## config.mk

```make
export PLATFORM = sky130hd
export DESIGN_NAME = sprite_draw_arbiter
export DESIGN_NICKNAME = d
export VERILOG_FILES = /design/src/rtl/game_pkg.sv /design/src/rtl/rect_sweeper.sv /design/src/rtl/sprite_draw_arbiter.sv
export SDC_FILE = /design/constraint.sdc
export NUM_CORES = 1
export LEC_CHECK = 0
export CORE_MARGIN = 2
export CORE_UTILIZATION = 35
export CTS_CLUSTER_DIAMETER = 40
export DETAILED_ROUTE_END_ITERATION = 12
export MAX_ROUTING_LAYER = met4
export PLACE_DENSITY_LB_ADDON = 0.3
export SLEW_MARGIN = 0
export SYNTH_ARGS = -nofsm -noshare
export SYNTH_HDL_FRONTEND = slang
export SYNTH_SLANG_ARGS = --single-unit
export TNS_END_PERCENT = 5
```

## constraint.sdc

```tcl
create_clock -name clk -period 6.55 [get_ports clk]
set_input_delay 1.965 -clock clk [delete_from_list [all_inputs] [get_ports clk]]
set_output_delay 1.965 -clock clk [all_outputs]
set_load 0.005 [all_outputs]
```

## src/rtl/game_pkg.sv

```systemverilog
// Shared screen geometry, field widths and palette for the sprite datapaths.
// Latency: n/a (declarations only).
// Backpressure: n/a.
//
// Contents: screen size, coordinate/colour widths and types, named 3-bit colours.
package game_pkg;

  localparam int SCREEN_W = 160;
  localparam int SCREEN_H = 120;
  localparam int X_W      = 8;
  localparam int Y_W      = 7;
  localparam int C_W      = 3;

  typedef logic [X_W-1:0] x_t;
  typedef logic [Y_W-1:0] y_t;
  typedef logic [C_W-1:0] c_t;

  localparam c_t C_BLACK   = 3'b000;
  localparam c_t C_BLUE    = 3'b001;
  localparam c_t C_GREEN   = 3'b010;
  localparam c_t C_CYAN    = 3'b011;
  localparam c_t C_RED     = 3'b100;
  localparam c_t C_MAGENTA = 3'b101;
  localparam c_t C_YELLOW  = 3'b110;
  localparam c_t C_WHITE   = 3'b111;

endpackage

```

## src/rtl/rect_sweeper.sv

```systemverilog
// Walks a W x H rectangle one cell per enabled clk, column fastest then row.
// Latency: col/row valid the cycle after start; last is combinational on the final cell.
// Backpressure: holds position while en_i is low; start_i has priority over en_i.
//
// Ports:
//   clk, resetn  clock, asynchronous active-low reset
//   start_i      synchronous return to cell (0,0)
//   en_i         advance one cell; wraps to (0,0) after the last cell
//   col_o/row_o  current cell
//   last_o       current cell is (W-1, H-1)
module rect_sweeper #(
  parameter  int W  = 4,
  parameter  int H  = 4,
  localparam int CW = (W > 1) ? $clog2(W) : 1,
  localparam int RW = (H > 1) ? $clog2(H) : 1
) (
  input  logic          clk,
  input  logic          resetn,
  input  logic          start_i,
  input  logic          en_i,
  output logic [CW-1:0] col_o,
  output logic [RW-1:0] row_o,
  output logic          last_o
);

  logic [CW-1:0] col_q;
  logic [RW-1:0] row_q;
  logic          col_end;
  logic          row_end;

  assign col_end = (col_q == CW'(W - 1));
  assign row_end = (row_q == RW'(H - 1));

  always_ff @(posedge clk or negedge resetn) begin
    if (!resetn) begin
      col_q <= '0;
      row_q <= '0;
    end else if (start_i) begin
      col_q <= '0;
      row_q <= '0;
    end else if (en_i) begin
      if (col_end) begin
        col_q <= '0;
        row_q <= row_end ? '0 : row_q + 1'b1;
      end else begin
        col_q <= col_q + 1'b1;
      end
    end
  end

  assign col_o  = col_q;
  assign row_o  = row_q;
  assign last_o = col_end && row_end;

endmodule

```

## src/rtl/sprite_draw_arbiter.sv

```systemverilog
// Round-robin owner of the VGA adapter write port: per grant, erase old rect then draw new one.
// Latency: req to first plot 3 clk; busy 2+W*H clk (no erase) or 2+2*W*H clk (with erase).
// Backpressure: req is a level held until ack; other requesters wait while busy is high.
//
// Ports:
//   clk, resetn          clock, asynchronous active-low reset
//   req                  per-sprite level request
//   req_x/req_y/req_c    packed per-sprite new top-left and colour (requester i in slice i)
//   ack                  one-cycle pulse when requester's draw is complete
//   busy                 high from grant through the completion cycle
//   vga_x/vga_y/vga_c    registered pixel address and colour
//   plot                 registered write enable; low for off-screen pixels
module sprite_draw_arbiter
  import game_pkg::*;
#(
  parameter int       N_REQ     = 3,
  parameter int       SPRITE_W  = 4,
  parameter int       SPRITE_H  = 4,
  parameter logic [2:0] BG_COLOUR = 3'b000
) (
  input  logic                   clk,
  input  logic                   resetn,
  input  logic [N_REQ-1:0]       req,
  input  logic [X_W*N_REQ-1:0]   req_x,
  input  logic [Y_W*N_REQ-1:0]   req_y,
  input  logic [C_W*N_REQ-1:0]   req_c,
  output logic [N_REQ-1:0]       ack,
  output logic                   busy,
  output logic [X_W-1:0]         vga_x,
  output logic [Y_W-1:0]         vga_y,
  output logic [C_W-1:0]         vga_c,
  output logic                   plot
);

  localparam int IW = (N_REQ > 1) ? $clog2(N_REQ) : 1;
  localparam int CW = (SPRITE_W > 1) ? $clog2(SPRITE_W) : 1;
  localparam int RW = (SPRITE_H > 1) ? $clog2(SPRITE_H) : 1;

  localparam logic [2:0] S_IDLE  = 3'd0;
  localparam logic [2:0] S_LATCH = 3'd1;
  localparam logic [2:0] S_ERASE = 3'd2;
  localparam logic [2:0] S_DRAW  = 3'd3;
  localparam logic [2:0] S_DONE  = 3'd4;

  // First set bit of r at or above ptr, wrapping; ptr itself if r is empty.
  function automatic logic [IW-1:0] rr_pick(input logic [N_REQ-1:0] r,
                                             input logic [IW-1:0]    ptr);
    logic [IW-1:0] pick;
    logic          found;
    int            idx;
    pick  = ptr;
    found = 1'b0;
    for (int k = 0; k < N_REQ; k++) begin
      idx = int'(ptr) + k;
      if (idx >= N_REQ) idx = idx - N_REQ;
      if (!found && r[idx]) begin
        pick  = IW'(idx);
        found = 1'b1;
      end
    end
    return pick;
  endfunction

  // Unpack the flat request buses into per-requester arrays.
  x_t req_x_a [N_REQ];
  y_t req_y_a [N_REQ];
  c_t req_c_a [N_REQ];

  for (genvar i = 0; i < N_REQ; i++) begin : g_unpack
    assign req_x_a[i] = req_x[X_W*i +: X_W];
    assign req_y_a[i] = req_y[Y_W*i +: Y_W];
    assign req_c_a[i] = req_c[C_W*i +: C_W];
  end

  logic [2:0]      state_q, state_d;
  logic [IW-1:0]   gnt_q, gnt_d;
  logic [IW-1:0]   rr_q, rr_d;

  x_t              new_x_q;
  y_t              new_y_q;
  c_t              new_c_q;

  x_t              prev_x_q [N_REQ];
  y_t              prev_y_q [N_REQ];
  logic [N_REQ-1:0] prev_valid_q;

  logic [X_W-1:0]  vga_x_q;
  logic [Y_W-1:0]  vga_y_q;
  logic [C_W-1:0]  vga_c_q;
  logic            plot_q;

  logic [CW-1:0]   sweep_col;
  logic [RW-1:0]   sweep_row;
  logic            sweep_last;
  logic            sweep_start;
  logic            sweep_en;

  logic            need_erase;
  x_t              base_x;
  y_t              base_y;
  logic [X_W:0]    sum_x;
  logic [Y_W:0]    sum_y;
  logic            on_screen;

  assign sweep_start = (state_q == S_LATCH);
  assign sweep_en    = (state_q == S_ERASE) || (state_q == S_DRAW);

  rect_sweeper #(
    .W (SPRITE_W),
    .H (SPRITE_H)
  ) u_sweep (
    .clk     (clk),
    .resetn  (resetn),
    .start_i (sweep_start),
    .en_i    (sweep_en),
    .col_o   (sweep_col),
    .row_o   (sweep_row),
    .last_o  (sweep_last)
  );

  // Evaluated in LATCH: gnt_q is already settled, coordinates are read live
  // from the request bus in the same cycle they get captured.
  assign need_erase = prev_valid_q[gnt_q] &&
                      ((prev_x_q[gnt_q] != req_x_a[gnt_q]) ||
                       (prev_y_q[gnt_q] != req_y_a[gnt_q]));

  always_comb begin
    state_d = state_q;
    gnt_d   = gnt_q;
    rr_d    = rr_q;
    case (state_q)
      S_IDLE: begin
        if (|req) begin
          gnt_d   = rr_pick(req, rr_q);
          state_d = S_LATCH;
        end
      end
      S_LATCH: state_d = need_erase ? S_ERASE : S_DRAW;
      S_ERASE: if (sweep_last) state_d = S_DRAW;
      S_DRAW:  if (sweep_last) state_d = S_DONE;
      S_DONE: begin
        state_d = S_IDLE;
        rr_d    = (gnt_q == IW'(N_REQ - 1)) ? '0 : gnt_q + 1'b1;
      end
      default: state_d = S_IDLE;
    endcase
  end

  // Extra top bit on the sums so a rect hanging off the right/bottom edge
  // is clipped rather than wrapping back onto the left/top of the screen.
  always_comb begin
    base_x    = (state_q == S_ERASE) ? prev_x_q[gnt_q] : new_x_q;
    base_y    = (state_q == S_ERASE) ? prev_y_q[gnt_q] : new_y_q;
    sum_x     = {1'b0, base_x} + (X_W+1)'(sweep_col);
    sum_y     = {1'b0, base_y} + (Y_W+1)'(sweep_row);
    on_screen = (sum_x < (X_W+1)'(SCREEN_W)) && (sum_y < (Y_W+1)'(SCREEN_H));
  end

  always_ff @(posedge clk or negedge resetn) begin
    if (!resetn) begin
      state_q      <= S_IDLE;
      gnt_q        <= '0;
      rr_q         <= '0;
      new_x_q      <= '0;
      new_y_q      <= '0;
      new_c_q      <= '0;
      prev_valid_q <= '0;
      for (int i = 0; i < N_REQ; i++) begin
        prev_x_q[i] <= '0;
        prev_y_q[i] <= '0;
      end
      vga_x_q      <= '0;
      vga_y_q      <= '0;
      vga_c_q      <= '0;
      plot_q       <= 1'b0;
    end else begin
      state_q <= state_d;
      gnt_q   <= gnt_d;
      rr_q    <= rr_d;

      if (state_q == S_LATCH) begin
        new_x_q <= req_x_a[gnt_q];
        new_y_q <= req_y_a[gnt_q];
        new_c_q <= req_c_a[gnt_q];
      end

      // Clipped pixels still take their cycle; only the write enable drops.
      plot_q <= sweep_en && on_screen;
      if (sweep_en) begin
        vga_x_q <= sum_x[X_W-1:0];
        vga_y_q <= sum_y[Y_W-1:0];
        vga_c_q <= (state_q == S_ERASE) ? BG_COLOUR : new_c_q;
      end

      if (state_q == S_DONE) begin
        prev_x_q[gnt_q]     <= new_x_q;
        prev_y_q[gnt_q]     <= new_y_q;
        prev_valid_q[gnt_q] <= 1'b1;
      end
    end
  end

  always_comb begin
    ack = '0;
    if (state_q == S_DONE) ack[gnt_q] = 1'b1;
  end

  assign busy  = (state_q != S_IDLE);
  assign vga_x = vga_x_q;
  assign vga_y = vga_y_q;
  assign vga_c = vga_c_q;
  assign plot  = plot_q;

endmodule

```

Word level (Yosys, flattened, before mapping)
Index checks and enable logic that the tools add are counted.
{"block": "word_totals", "word_cells": 144, "output_inout_bits": 23, "register_bits": 96}
{"block": "classes", "order_cmp": 12, "n_eq_ne": 12, "reduce_logical": 20, "mux": 69, "n_addsub": 10, "n_bitwise": 2}
{"cell": "32-bit 2-to-1 mux", "n": 9}
{"cell": "32-bit by 4-bit less-than comparator with 1-bit output (second input constant)", "n": 3}
{"cell": "8-bit 2-to-1 mux", "n": 6}
{"cell": "7-bit 2-to-1 mux", "n": 6}
{"cell": "8-bit binary-select mux with 2-bit select", "n": 2}
{"cell": "7-bit binary-select mux with 2-bit select", "n": 2}
{"cell": "24-bit bitwise mux", "n": 1}
{"cell": "2-bit 2-to-1 mux", "n": 11}
{"cell": "21-bit bitwise mux", "n": 1}
{"cell": "3-bit 2-to-1 mux", "n": 7}
{"cell": "8-bit demux with 2-bit select", "n": 1}
{"cell": "1-bit 2-to-1 mux", "n": 15}
{"cell": "7-bit demux with 2-bit select", "n": 1}
{"cell": "3-bit one-hot mux with 4 select lines", "n": 1}
{"cell": "8-bit by 2-bit adder with 9-bit output", "n": 1}
{"cell": "9-bit by 8-bit less-than comparator with 1-bit output (second input constant)", "n": 1}
{"cell": "7-bit by 2-bit adder with 8-bit output", "n": 1}
{"cell": "1-bit binary-select mux with 2-bit select", "n": 4}
{"cell": "1-bit logical AND", "n": 8}
{"cell": "8-bit by 7-bit less-than comparator with 1-bit output (second input constant)", "n": 1}
{"cell": "8-bit inequality test", "n": 1}
{"cell": "3-bit by 2-bit subtractor with 4-bit output (second input constant)", "n": 2}
{"cell": "7-bit inequality test", "n": 1}
{"cell": "2-bit by 1-bit adder with 2-bit output (second input constant)", "n": 3}
{"cell": "26 further kinds", "n": 36}

Longest topological paths before layout
Gate-level depths: netlist of the first run.
{"block": "logic_depth", "ltp_word": 18, "ltp_mapped": 14, "ltp_nobuf": 12}

Modules after synthesis
A second synthesis of the first run with hierarchy kept.
{"block": "unflattened", "cells_unflattened": 511, "hier_area_um2": 5391.4}
{"module": "sprite_draw_arbiter", "n_inst": 1, "seq_area_each_um2": 2302.2, "cells_each": 492, "area_per_inst_um2": 5177.5}
{"module": "rect_sweeper", "n_inst": 1, "seq_area_each_um2": 100.1, "cells_each": 19, "area_per_inst_um2": 214.0}

Least setup slack after synthesis of the first run
No wires, ideal clock.
{"block": "synth_timing", "path_type": "register -> output", "startpoint": "register gnt_q[0]", "endpoint": "output ack[0]", "arrival_ns": 1.627, "path_buffers": 4, "stages_incl_launch_ff": 6, "path_slack_ns": 2.958, "path_cell_list": "dfrtp_1 > buf_2 > buf_2 > buf_2 > nor3_2 > buf_2"}
{"block": "synth_via", "elab_chain_cells": 5, "elab_cells_between_ends": 6, "classes_between": "order compare (2); mux (3); reduce/logical (1)"}
{"item": "from (decl)", "line_no": "sprite_draw_arbiter.sv:76", "source": "logic [IW-1:0] gnt_q, gnt_d;"}
{"item": "from (signal assigned)", "line_no": "sprite_draw_arbiter.sv:178", "source": "gnt_q <= gnt_d;"}
{"item": "2-bit by 3-bit less-than comparator with 1-bit output (implied by the code) / 2-bit by 1-bit >= comparator with 1-bit output (equally long branches)", "line_no": "sprite_draw_arbiter.sv:205", "source": "if (state_q == S_DONE) ack[gnt_q] = 1'b1;"}
{"item": "1-bit logical AND (implied by the code)", "line_no": "sprite_draw_arbiter.sv:205"}
{"item": "1-bit 2-to-1 mux (implied by the code)", "line_no": "sprite_draw_arbiter.sv:205"}
{"item": "1-bit demux with 2-bit select (*)", "line_no": "sprite_draw_arbiter.sv:205"}
{"item": "3-bit 2-to-1 mux (*)", "line_no": "sprite_draw_arbiter.sv:205"}
{"item": "to (decl)", "line_no": "sprite_draw_arbiter.sv:27", "source": "output logic [N_REQ-1:0] ack,"}
Mark *: on every way between the ends. The rest lies on a longest branch, timed or not.

Worst setup path in the final report of the first run
{"block": "layout_timing", "startpoint": "register state_q[0]", "endpoint": "output ack[2]"}
{"block": "layout_via", "elab_chain_cells": 2}
{"item": "from (decl)", "line_no": "sprite_draw_arbiter.sv:75", "source": "logic [2:0] state_q, state_d;"}
{"item": "from (signal assigned)", "line_no": "sprite_draw_arbiter.sv:177", "source": "state_q <= state_d;"}
{"item": "3-bit == test", "line_no": "sprite_draw_arbiter.sv:205"}
{"item": "3-bit 2-to-1 mux", "line_no": "sprite_draw_arbiter.sv:205"}
Every way passes these cells.

==> results of run 1 <==
## power groups by stage
| stage | clock [mW] | combinational (mW) | sequential (mW) |
|---|---|---|---|
| floorplan | 0 | 0.738 | 0.855 |
| global placement | 0 | 0.995 | 0.910 |
| detailed placement | 0 | 1.01 | 0.923 |
| CTS | 0.562 | 1.02 | 0.912 |
| global route | 0.586 | 1.13 | 0.940 |
| finish | 0.547 | 1.01 | 0.914 |
## layout by cell type (no fill, tap or decap), types with 7 or more instances in the layout
cell             netlist  layout
mux2i_1               39      39
o21ai_0               34      34
xor2_1                 7       7
nor2_1                37      37
clkbuf_16              0       9
ha_1                   8       8
a21oi_1               30      30
nand2_1              109     109
buf_4                  2       7
inv_1                  9       9
mux2_2                44      44
dfrtp_1               96      95
xnor2_1               22      22
clkdlybuf4s50_1        0      80
## logic make-up after synthesis
logic type      share of synthesized area, %
simple gates                           14.82
compound gates                         12.35
flops                                  44.82
mux                                    16.53
buf+inv                                3.945
xor+xnor                               4.738
fa+ha+maj                              2.801
## flip-flops by register name (all words and copies together), names as in the netlist
register       count
new_c_q            3
prev_valid_q       3
vga_c              3
plot               1
prev_x_q          24
new_y_q            7
prev_y_q          21
vga_x              8
vga_y              7
state_q            3
u_sweep.row_o      2
u_sweep.col_o      2
rr_q               2
gnt_q              2
new_x_q            8
## area by class of cell
class	instances	area [sq um]
Tap cell	188	235.2
Fill cell	1449	8494
Sequential cell	96	2404
Timing Repair Buffer	87	853.3
Inverter	9	33.78
Multi-Input combinational cell	408	2754
Clock inverter	5	62.56
Clock buffer	11	252.7
## layer usage
layer	vias to the layer above	track usage, %
met4	0	4.590
met2	94	25.42
li1	2025	-
met3	6	4.174
met1	2005	23.84
met5	-	-
## cells in the mapped netlist, types with 2 or more instances
cell type	count	share of area (%)
a22o_1	3	0.49
nor3b_1	2	0.28
fa_1	2	0.75
dfrtp_1	96	45
mux2_2	44	9.2
ha_1	8	1.9
nand2b_1	5	0.58
a21o_1	3	0.42
xor2_1	7	1.1
o21ai_0	34	3.2
nor2b_1	2	0.23
o211ai_1	2	0.28
o2bb2ai_1	6	0.98
buf_6	3	0.63
nor2_1	37	2.6
a31oi_1	4	0.47
buf_2	10	0.93
a2bb2oi_1	6	0.98
nor3_1	3	0.28
a22oi_1	2	0.28
nor4_1	4	0.47
or2_2	2	0.23
or3_1	3	0.35
inv_1	9	0.63
buf_8	2	0.56
xnor2_1	22	3.6
nand2_1	109	7.6
buf_4	2	0.28
nand3_1	6	0.56
and3_1	2	0.23
mux2i_1	39	7.3
a21oi_1	30	2.8
clkbuf_1	13	0.91
o21ai_1	2	0.19
o31ai_1	2	0.28
## final timing paths
check | startpoint | to | slack, ps | cells past startpoint
setup / recovery | state_q[0] | ack[2] | 1580 | 6
hold / removal | vga_y[2] | vga_y[2] | 470 | 2
setup reg to reg | gnt_q[0] | plot | 3050 | 12
hold reg to reg | vga_y[2] | vga_y[2] | 470 | 2
max in group asynchronous | resetn | prev_x_q[2] | 3830 | 2
min in group asynchronous | resetn | vga_x[7] | 1550 | 1
## worst min-delay path, cell delays in order, from the launching register on
cell	delay, ps
dfrtp_1	340
nand2_1	50
nand2_1	50
==> results_dict.tcl, run 1 <==
set metrics [dict create \
    clk_latency_ps 350 \
    slowest_delay_ps 620 \
    async_reset_ff_share_pct 100.0 \
    run_status "completed" \
    cts_resized 0 \
    grtUsageTotal_pct 17.23 \
    hpwl_microns 9574 \
    ctsHoldBuffers 0 \
    fin_util_pct 43.71 \
    path_cells "nor2_1 -> nand2_1 -> nor2_1 -> nand2_1 -> inv_1 -> clkdlybuf4s50_1" \
    rsz0062_at_grt "false" \
    arrival_ps 3000 \
    wl_met2_microns 5812 \
    dieArea_sq_um 16320 \
    fp.dieH_microns 127.8 \
    hold_viol 0 \
    min-delay-path-class "flip-flop to flip-flop" \
    cp-start-kind "flip-flop" \
    p_switching_mw 0.9207 \
    grt_pass1_wl_microns 21400 \
    num_rows 45 \
    cts_buffer_depth 2 \
    routed-via-count 4130 \
    total_power_mw 2.470 \
    relSlewSlack_pct 29.95 \
    worst_slew_pin_slew_ps 1046 \
    route.detailed.drc 0 \
    switching_share_pct 37.28 \
    grt_overflow 0 \
    irDropWorstVdd_mv 0.1904 \
    vias_per_cell 5.137 \
    maxCapViolations 0 \
    yosysWarnings 0 \
    combPwrFrac_pct 40.8 \
    syn_inst 543 \
    hold_ws_ps 466.8 \
    met1_length_microns 6308 \
    p_seq_share_pct 37.0 \
    path_clk_slew_ps 70 \
    met3RoutedLength_microns 670 \
    drive_gt1_share_pct 12.99 \
    diodes 0 \
    placed_area_sq_um 6280 \
    worstPathRequired_ps 4590 \
    place.port_buffers 81 \
    crit_buf_inv 2 \
    period_share_pct 75.82 \
    crit_slowest_cell "clkdlybuf4s50_1" \
    wirelength_microns 12920 \
    drtAntennaViolNets 0 \
    clkPwrFrac_pct 22.2 \
    pre_cts_ws_ps 1945 \
    antenna_found_initial 0 \
    gp_congestion 0.8292 \
    synth_edf_count 0 \
    synth_nets 612 \
    numCtsBuffers 9 \
    fin_crit_ps 4966 \
    cts.sinks 96 \
    routed.top_layer "met4" \
    tritoncts "yes" \
    ios 82 \
    synthesis.area_sq_um 5360 \
    grt_max_degree 67 \
    core_sq_um 15090 \
    p_leak_nw 2.891 \
    fin_skew_ps 9.213 \
    cp_max_fo 18 \
    crit_type "flip-flop to output pin" \
    setup_viol 0 \
    fmax_ghz 0.2014 \
    fin_area_sq_um 6595 \
    ys_seq_elements 96 \
    final.setup.worst_slack_ps 1584 \
    drtIter0Drc 243 \
    wl_per_cell_microns 16.07 \
    ys_seq_area_share_pct 44.82 \
    post_cts_buffers 0 \
    postSynthAreaPerCell_sq_um 9.871 \
    initial_core_util_pct 35.52 \
    htreeDepth 3 \
    dpl.cell_count 788 \
    yosysUniqueCellTypes 52 \
    end_kind "output pin" \
    drt-pass1-iter-count 4 \
    stdcell_count 804 \
    power.internal_mw 1.549 \
    tns_ps 0 \
    pwr_density_cell_nw_per_um2 374.5 \
    grt_pass1_vias 4135 \
    critPathTopFamily "buffers and inverters" \
    nets 680 \
    maxSlewViolCount 0 \
    cts_root_buf "clkbuf_16" \
    die_w_microns 127.8 \
    ys.flop_type "dfrtp_1" \
    area_growth_pct 23.04 \
]
Power figures use the tool's default switching activity.
==> inputs of run 2 (changes only) <==
==> constraint.sdc (replaced) <==
create_clock -name clk -period 4.6 [get_ports clk]
set_input_delay 1.38 -clock clk [delete_from_list [all_inputs] [get_ports clk]]
set_output_delay 1.38 -clock clk [all_outputs]
set_load 0.005 [all_outputs]
==> run 2 against run 1 <==
Compared with the run above:
- sequential power is 43% higher
- largest cell class unchanged
- cell area is 0.17% higher
- power up 42%
- wire length up 3.3%
- final cell count grew 0.50%
==> results_dict.tcl, run 2 (synthesis results as in run 1) <==
set metrics [dict create \
    layout_commonest_cell "nand2_1" \
    cts_buffer_depth 2 \
    fmax_ghz 0.2649 \
    core_sq_um 15090 \
    relSlewSlack_pct 26.66 \
    drtIter0Drc 280 \
    pwr_density_cell_nw_per_um2 529.9 \
    regMostFlops "prev_x_q" \
    fillers 1440 \
    rsz0062_at_grt "false" \
    diodes 0 \
    tritoncts "yes" \
    place.port_buffers 81 \
    cts_resized 0 \
    cts.sinks 96 \
    p_leak_nw 2.908 \
    numCtsBuffers 9 \
    route.detailed.drc 0 \
    grt_pass1_wl_microns 21780 \
    cp-start-kind "flip-flop" \
    cts_root_buf "clkbuf_16" \
    fp.dieH_microns 127.8 \
    fin_crit_ps 3775 \
    maxCapViolations 0 \
    hold_viol 0 \
    num_rows 45 \
    routed-via-count 4135 \
    maxSlewViolCount 0 \
    r2r_slack_ps 1220 \
    htreeDepth 3 \
    wl_per_cell_microns 16.52 \
    fin_skew_ps 6.832 \
    hpwl_microns 9755 \
    fin_area_sq_um 6606 \
    area_growth_pct 23.25 \
    placed_area_sq_um 6310 \
    wirelength_microns 13350 \
    final_cell_mix "109 x nand2_1, 95 x dfrtp_1, 80 x clkdlybuf4s50_1" \
    die_w_microns 127.8 \
    path_clk_slew_ps 70 \
    reg_top3 "prev_x_q x24, prev_y_q x21" \
    irDropWorstVdd_mv 0.2597 \
    ctsHoldBuffers 0 \
    antenna_found_initial 0 \
    cp_max_fo 18 \
    total_power_mw 3.501 \
    period_share_pct 82.06 \
    seq_area_sq_um 2404 \
    drtAntennaViolNets 0 \
    setup_viol 0 \
    grtUsageTotal_pct 17.57 \
    crit_type "flip-flop to output pin" \
    tns_ps 0 \
    grt_max_degree 89 \
    nets 684 \
    end_kind "output pin" \
    grt_pass1_vias 4159 \
    run_status "completed" \
    largest_reg_flops 24 \
    worstPathRequired_ps 3220 \
    clk_latency_ps 350 \
    worst_slew_pin_slew_ps 1100 \
    dieArea_sq_um 16320 \
    vias_per_cell 5.118 \
    arrival_ps 2390 \
    grt_overflow 0 \
    ios 82 \
    drive_gt1_share_pct 13.55 \
    multi_input_area_sq_um 2754 \
    min-delay-path-class "flip-flop to flip-flop" \
    gp_congestion 0.8225 \
    post_cts_buffers 0 \
    initial_core_util_pct 35.52 \
    drt-pass1-iter-count 5 \
]
==> run 2: cell types whose count changed in the layout (fill, tap and decap cells not counted) <==
| cell | previous run | this run |
|---|---|---|
| buf_4 | 7 | 11 |
| bufinv_16 | 1 | 0 |
| clkbuf_8 | 2 | 0 |
| clkinv_8 | 0 | 1 |
| clkinvlp_4 | 2 | 0 |
| inv_6 | 1 | 4 |
| inv_8 | 0 | 1 |
==> run 2: worst paths after layout <==
check                                start               end  cells after the start
setup / recovery                state_q[0]            ack[2]                      7
hold / removal             prev_valid_q[0]   prev_valid_q[0]                      1
setup reg to reg                  gnt_q[1]              plot                     11
hold reg to reg            prev_valid_q[0]   prev_valid_q[0]                      1
max in group asynchronous           resetn  u_sweep.row_o[0]                      2
min in group asynchronous           resetn          vga_x[7]                      1
==> run 2: final cells by class <==
class	count	share of cell area, %
Multi-Input combinational cell	408	41.69
Sequential cell	96	36.38
Timing Repair Buffer	91	13.37
Tap cell	188	3.561
Clock buffer	9	3.409
Clock inverter	7	1.080
Inverter	9	0.5114
==> run 2: worst max-delay path, stage by stage (launching register included) <==
cell	delay [ps]
dfrtp_1	570
nor2_1	250
nand2_1	160
nor2_1	140
nand2_1	70
buf_4	230
inv_1	110
clkdlybuf4s50_1	510
==> run 2: metal layers <==
layer | track usage, % | vias to the layer above | routed length, microns
met2 | 26.86 | 89 | 6198
met5 | - | - | 0
li1 | - | 2017 | -
met1 | 24.53 | 2014 | 6468
met4 | 5.753 | 0 | 205
met3 | 2.003 | 15 | 473
==> run 2: stage by stage <==
stage	hold slack [ps]	cells	setup slack, ps	util, %
2_1_floorplan	434.4	543	1593	-
3_3_place_gp	449.5	792	1201	41.82
3_5_place_dp	452.3	792	1158	41.82
4_1_cts	472.2	808	809.6	43.78
5_1_grt	489.0	808	675.0	43.78
6_report	468.9	808	825.1	43.78
==> run 2: power by group <==
part           internal [mW]  switching, mW  total, mW
clock network          0.384          0.362      0.746
logic                  0.700          0.749       1.45
registers               1.05          0.254       1.31
==> inputs of run 3 (changes only) <==
==> constraint.sdc (replaced) <==
create_clock -name clk -period 3.86 [get_ports clk]
set_input_delay 1.158 -clock clk [delete_from_list [all_inputs] [get_ports clk]]
set_output_delay 1.158 -clock clk [all_outputs]
set_load 0.005 [all_outputs]
==> run 3 against run 2 <==
Compared with the run above:
- clock skew grew 2.2 ps
- first-iteration DRC count grew 2.1%
- core utilization grew 0.25 points
- register-to-register slack lost 490 ps
- final cell count grew 0.50%
- die area is the same
- power grew 20%
- hold slack gained 2.2 ps
- clock power grew 18%
- critical path depth shrank 3
- wire length grew 3.4%
- critical path type unchanged
- critical endpoint unchanged
- largest cell class unchanged
==> results_dict.tcl, run 3 (synthesis results as in run 1) <==
set metrics [dict create \
    layout_commonest_cell "nand2_1" \
    place.port_buffers 81 \
    final_cell_mix "109 x nand2_1, 95 x dfrtp_1, 80 x clkdlybuf4s50_1" \
    cts_resized 0 \
    slowest_delay_ps 670 \
    cts_root_buf "clkbuf_16" \
    area_growth_pct 23.95 \
    drtIter0Drc 286 \
    placed_area_sq_um 6352 \
    crit_slowest_cell "dfrtp_2" \
    antenna_found_initial 0 \
    nets 688 \
    regMostFlops "prev_x_q" \
    gp_congestion 0.8695 \
    cts.sinks 96 \
    period_share_pct 88.12 \
    hold_viol 0 \
    reg_top3 "prev_x_q x24, prev_y_q x21" \
    grtUsageTotal_pct 18.02 \
    total_power_mw 4.213 \
    diodes 0 \
    fin_util_pct 44.03 \
    worst_slew_pin_slew_ps 1034 \
    drtAntennaViolNets 0 \
    fin_skew_ps 9.032 \
    hpwl_microns 9931 \
    route.detailed.drc 0 \
    cts_buffer_depth 2 \
    post_cts_buffers 0 \
    tns_ps 0 \
    maxCapViolations 0 \
    critPathTopFamily "buffers and inverters" \
    end_kind "output pin" \
    crit_type "flip-flop to output pin" \
    cp_max_fo 25 \
    clk_latency_ps 350 \
    num_rows 45 \
    fmax_ghz 0.2940 \
    tritoncts "yes" \
    cp-start-kind "flip-flop" \
    ctsHoldBuffers 0 \
    wl_per_cell_microns 16.99 \
    seq_area_sq_um 2404 \
    crit_buf_inv 3 \
    rsz0062_at_grt "false" \
    drt-pass1-iter-count 4 \
    pwr_density_cell_nw_per_um2 634.0 \
    relSlewSlack_pct 31.10 \
    die_w_microns 127.8 \
    grt_pass1_wl_microns 22340 \
    htreeDepth 3 \
    fin_crit_ps 3402 \
    numCtsBuffers 9 \
    grt_max_degree 63 \
    min-delay-path-class "flip-flop to flip-flop" \
    run_status "completed" \
    setup_viol 0 \
    ios 82 \
    path_clk_slew_ps 70 \
    largest_reg_flops 24 \
    core_sq_um 15090 \
    arrival_ps 2240 \
    routed-via-count 4179 \
    worstPathRequired_ps 2700 \
    initial_core_util_pct 35.52 \
    wirelength_microns 13790 \
    fin_area_sq_um 6644 \
    maxSlewViolCount 0 \
    drive_gt1_share_pct 14.10 \
    path_cells "buf_4 -> nand2_1 -> inv_1 -> clkdlybuf4s50_1" \
    vias_per_cell 5.147 \
    fp.dieH_microns 127.8 \
    multi_input_area_sq_um 2754 \
    grt_pass1_vias 4159 \
    fillers 1433 \
    hold_ws_ps 471.1 \
    grt_overflow 0 \
    dieArea_sq_um 16320 \
    p_leak_nw 2.933 \
    irDropWorstVdd_mv 0.2838 \
]
run 3: cell count changes in the layout (fill, tap and decap cells not counted):
cell      change
buf_4         +3
buf_12        +1
inv_6         +1
clkinv_4      -1
inv_8         +1
clkinv_8      -1
run 3: cell type report:
class                      count  area share [%]
clock buffer                   9           3.390
clock inverter                 7          0.9981
inverter                       9          0.5085
multi-input combinational    408           41.45
sequential                    96           36.18
tap                          188           3.540
timing repair buffer          95           13.94
run 3: worst paths after layout:
| kind | endpoint | slack [ps] | startpoint | depth (start not counted) |
|---|---|---|---|---|
| max in group asynchronous | prev_x_q[8] | 2320 | resetn | 2 |
| setup reg to reg | plot | 730 | state_q[0] | 10 |
| setup / recovery | ack[2] | 460 | gnt_q[1] | 4 |
| hold reg to reg | prev_valid_q[2] | 470 | prev_valid_q[2] | 1 |
| min in group asynchronous | prev_x_q[6] | 890 | resetn | 1 |
| hold / removal | prev_valid_q[2] | 470 | prev_valid_q[2] | 1 |
run 3: through the flow:
step           instances  setup WS (ps)
3_5_place_dp         796          657.9
6_report             812          458.4
4_1_cts              812          394.5
2_1_floorplan        543          862.3
5_1_grt              812          301.6
3_3_place_gp         796          684.0
run 3: per-layer routing:
metal,vias to the layer above,routed length [microns],part of all wire (%),GRT usage [%]
li1,2038,-,-,-
met1,2033,6765,49,25.46
met2,91,6164,45,27.12
met3,17,645,4.7,2.755
met4,0,218,1.6,4.913
met5,-,0,0,-
run 3: power breakdown:
group | internal, mW | switching, mW | total, mW
registers | 1.26 | 0.304 | 1.56
logic | 0.856 | 0.919 | 1.78
clock network | 0.458 | 0.421 | 0.879
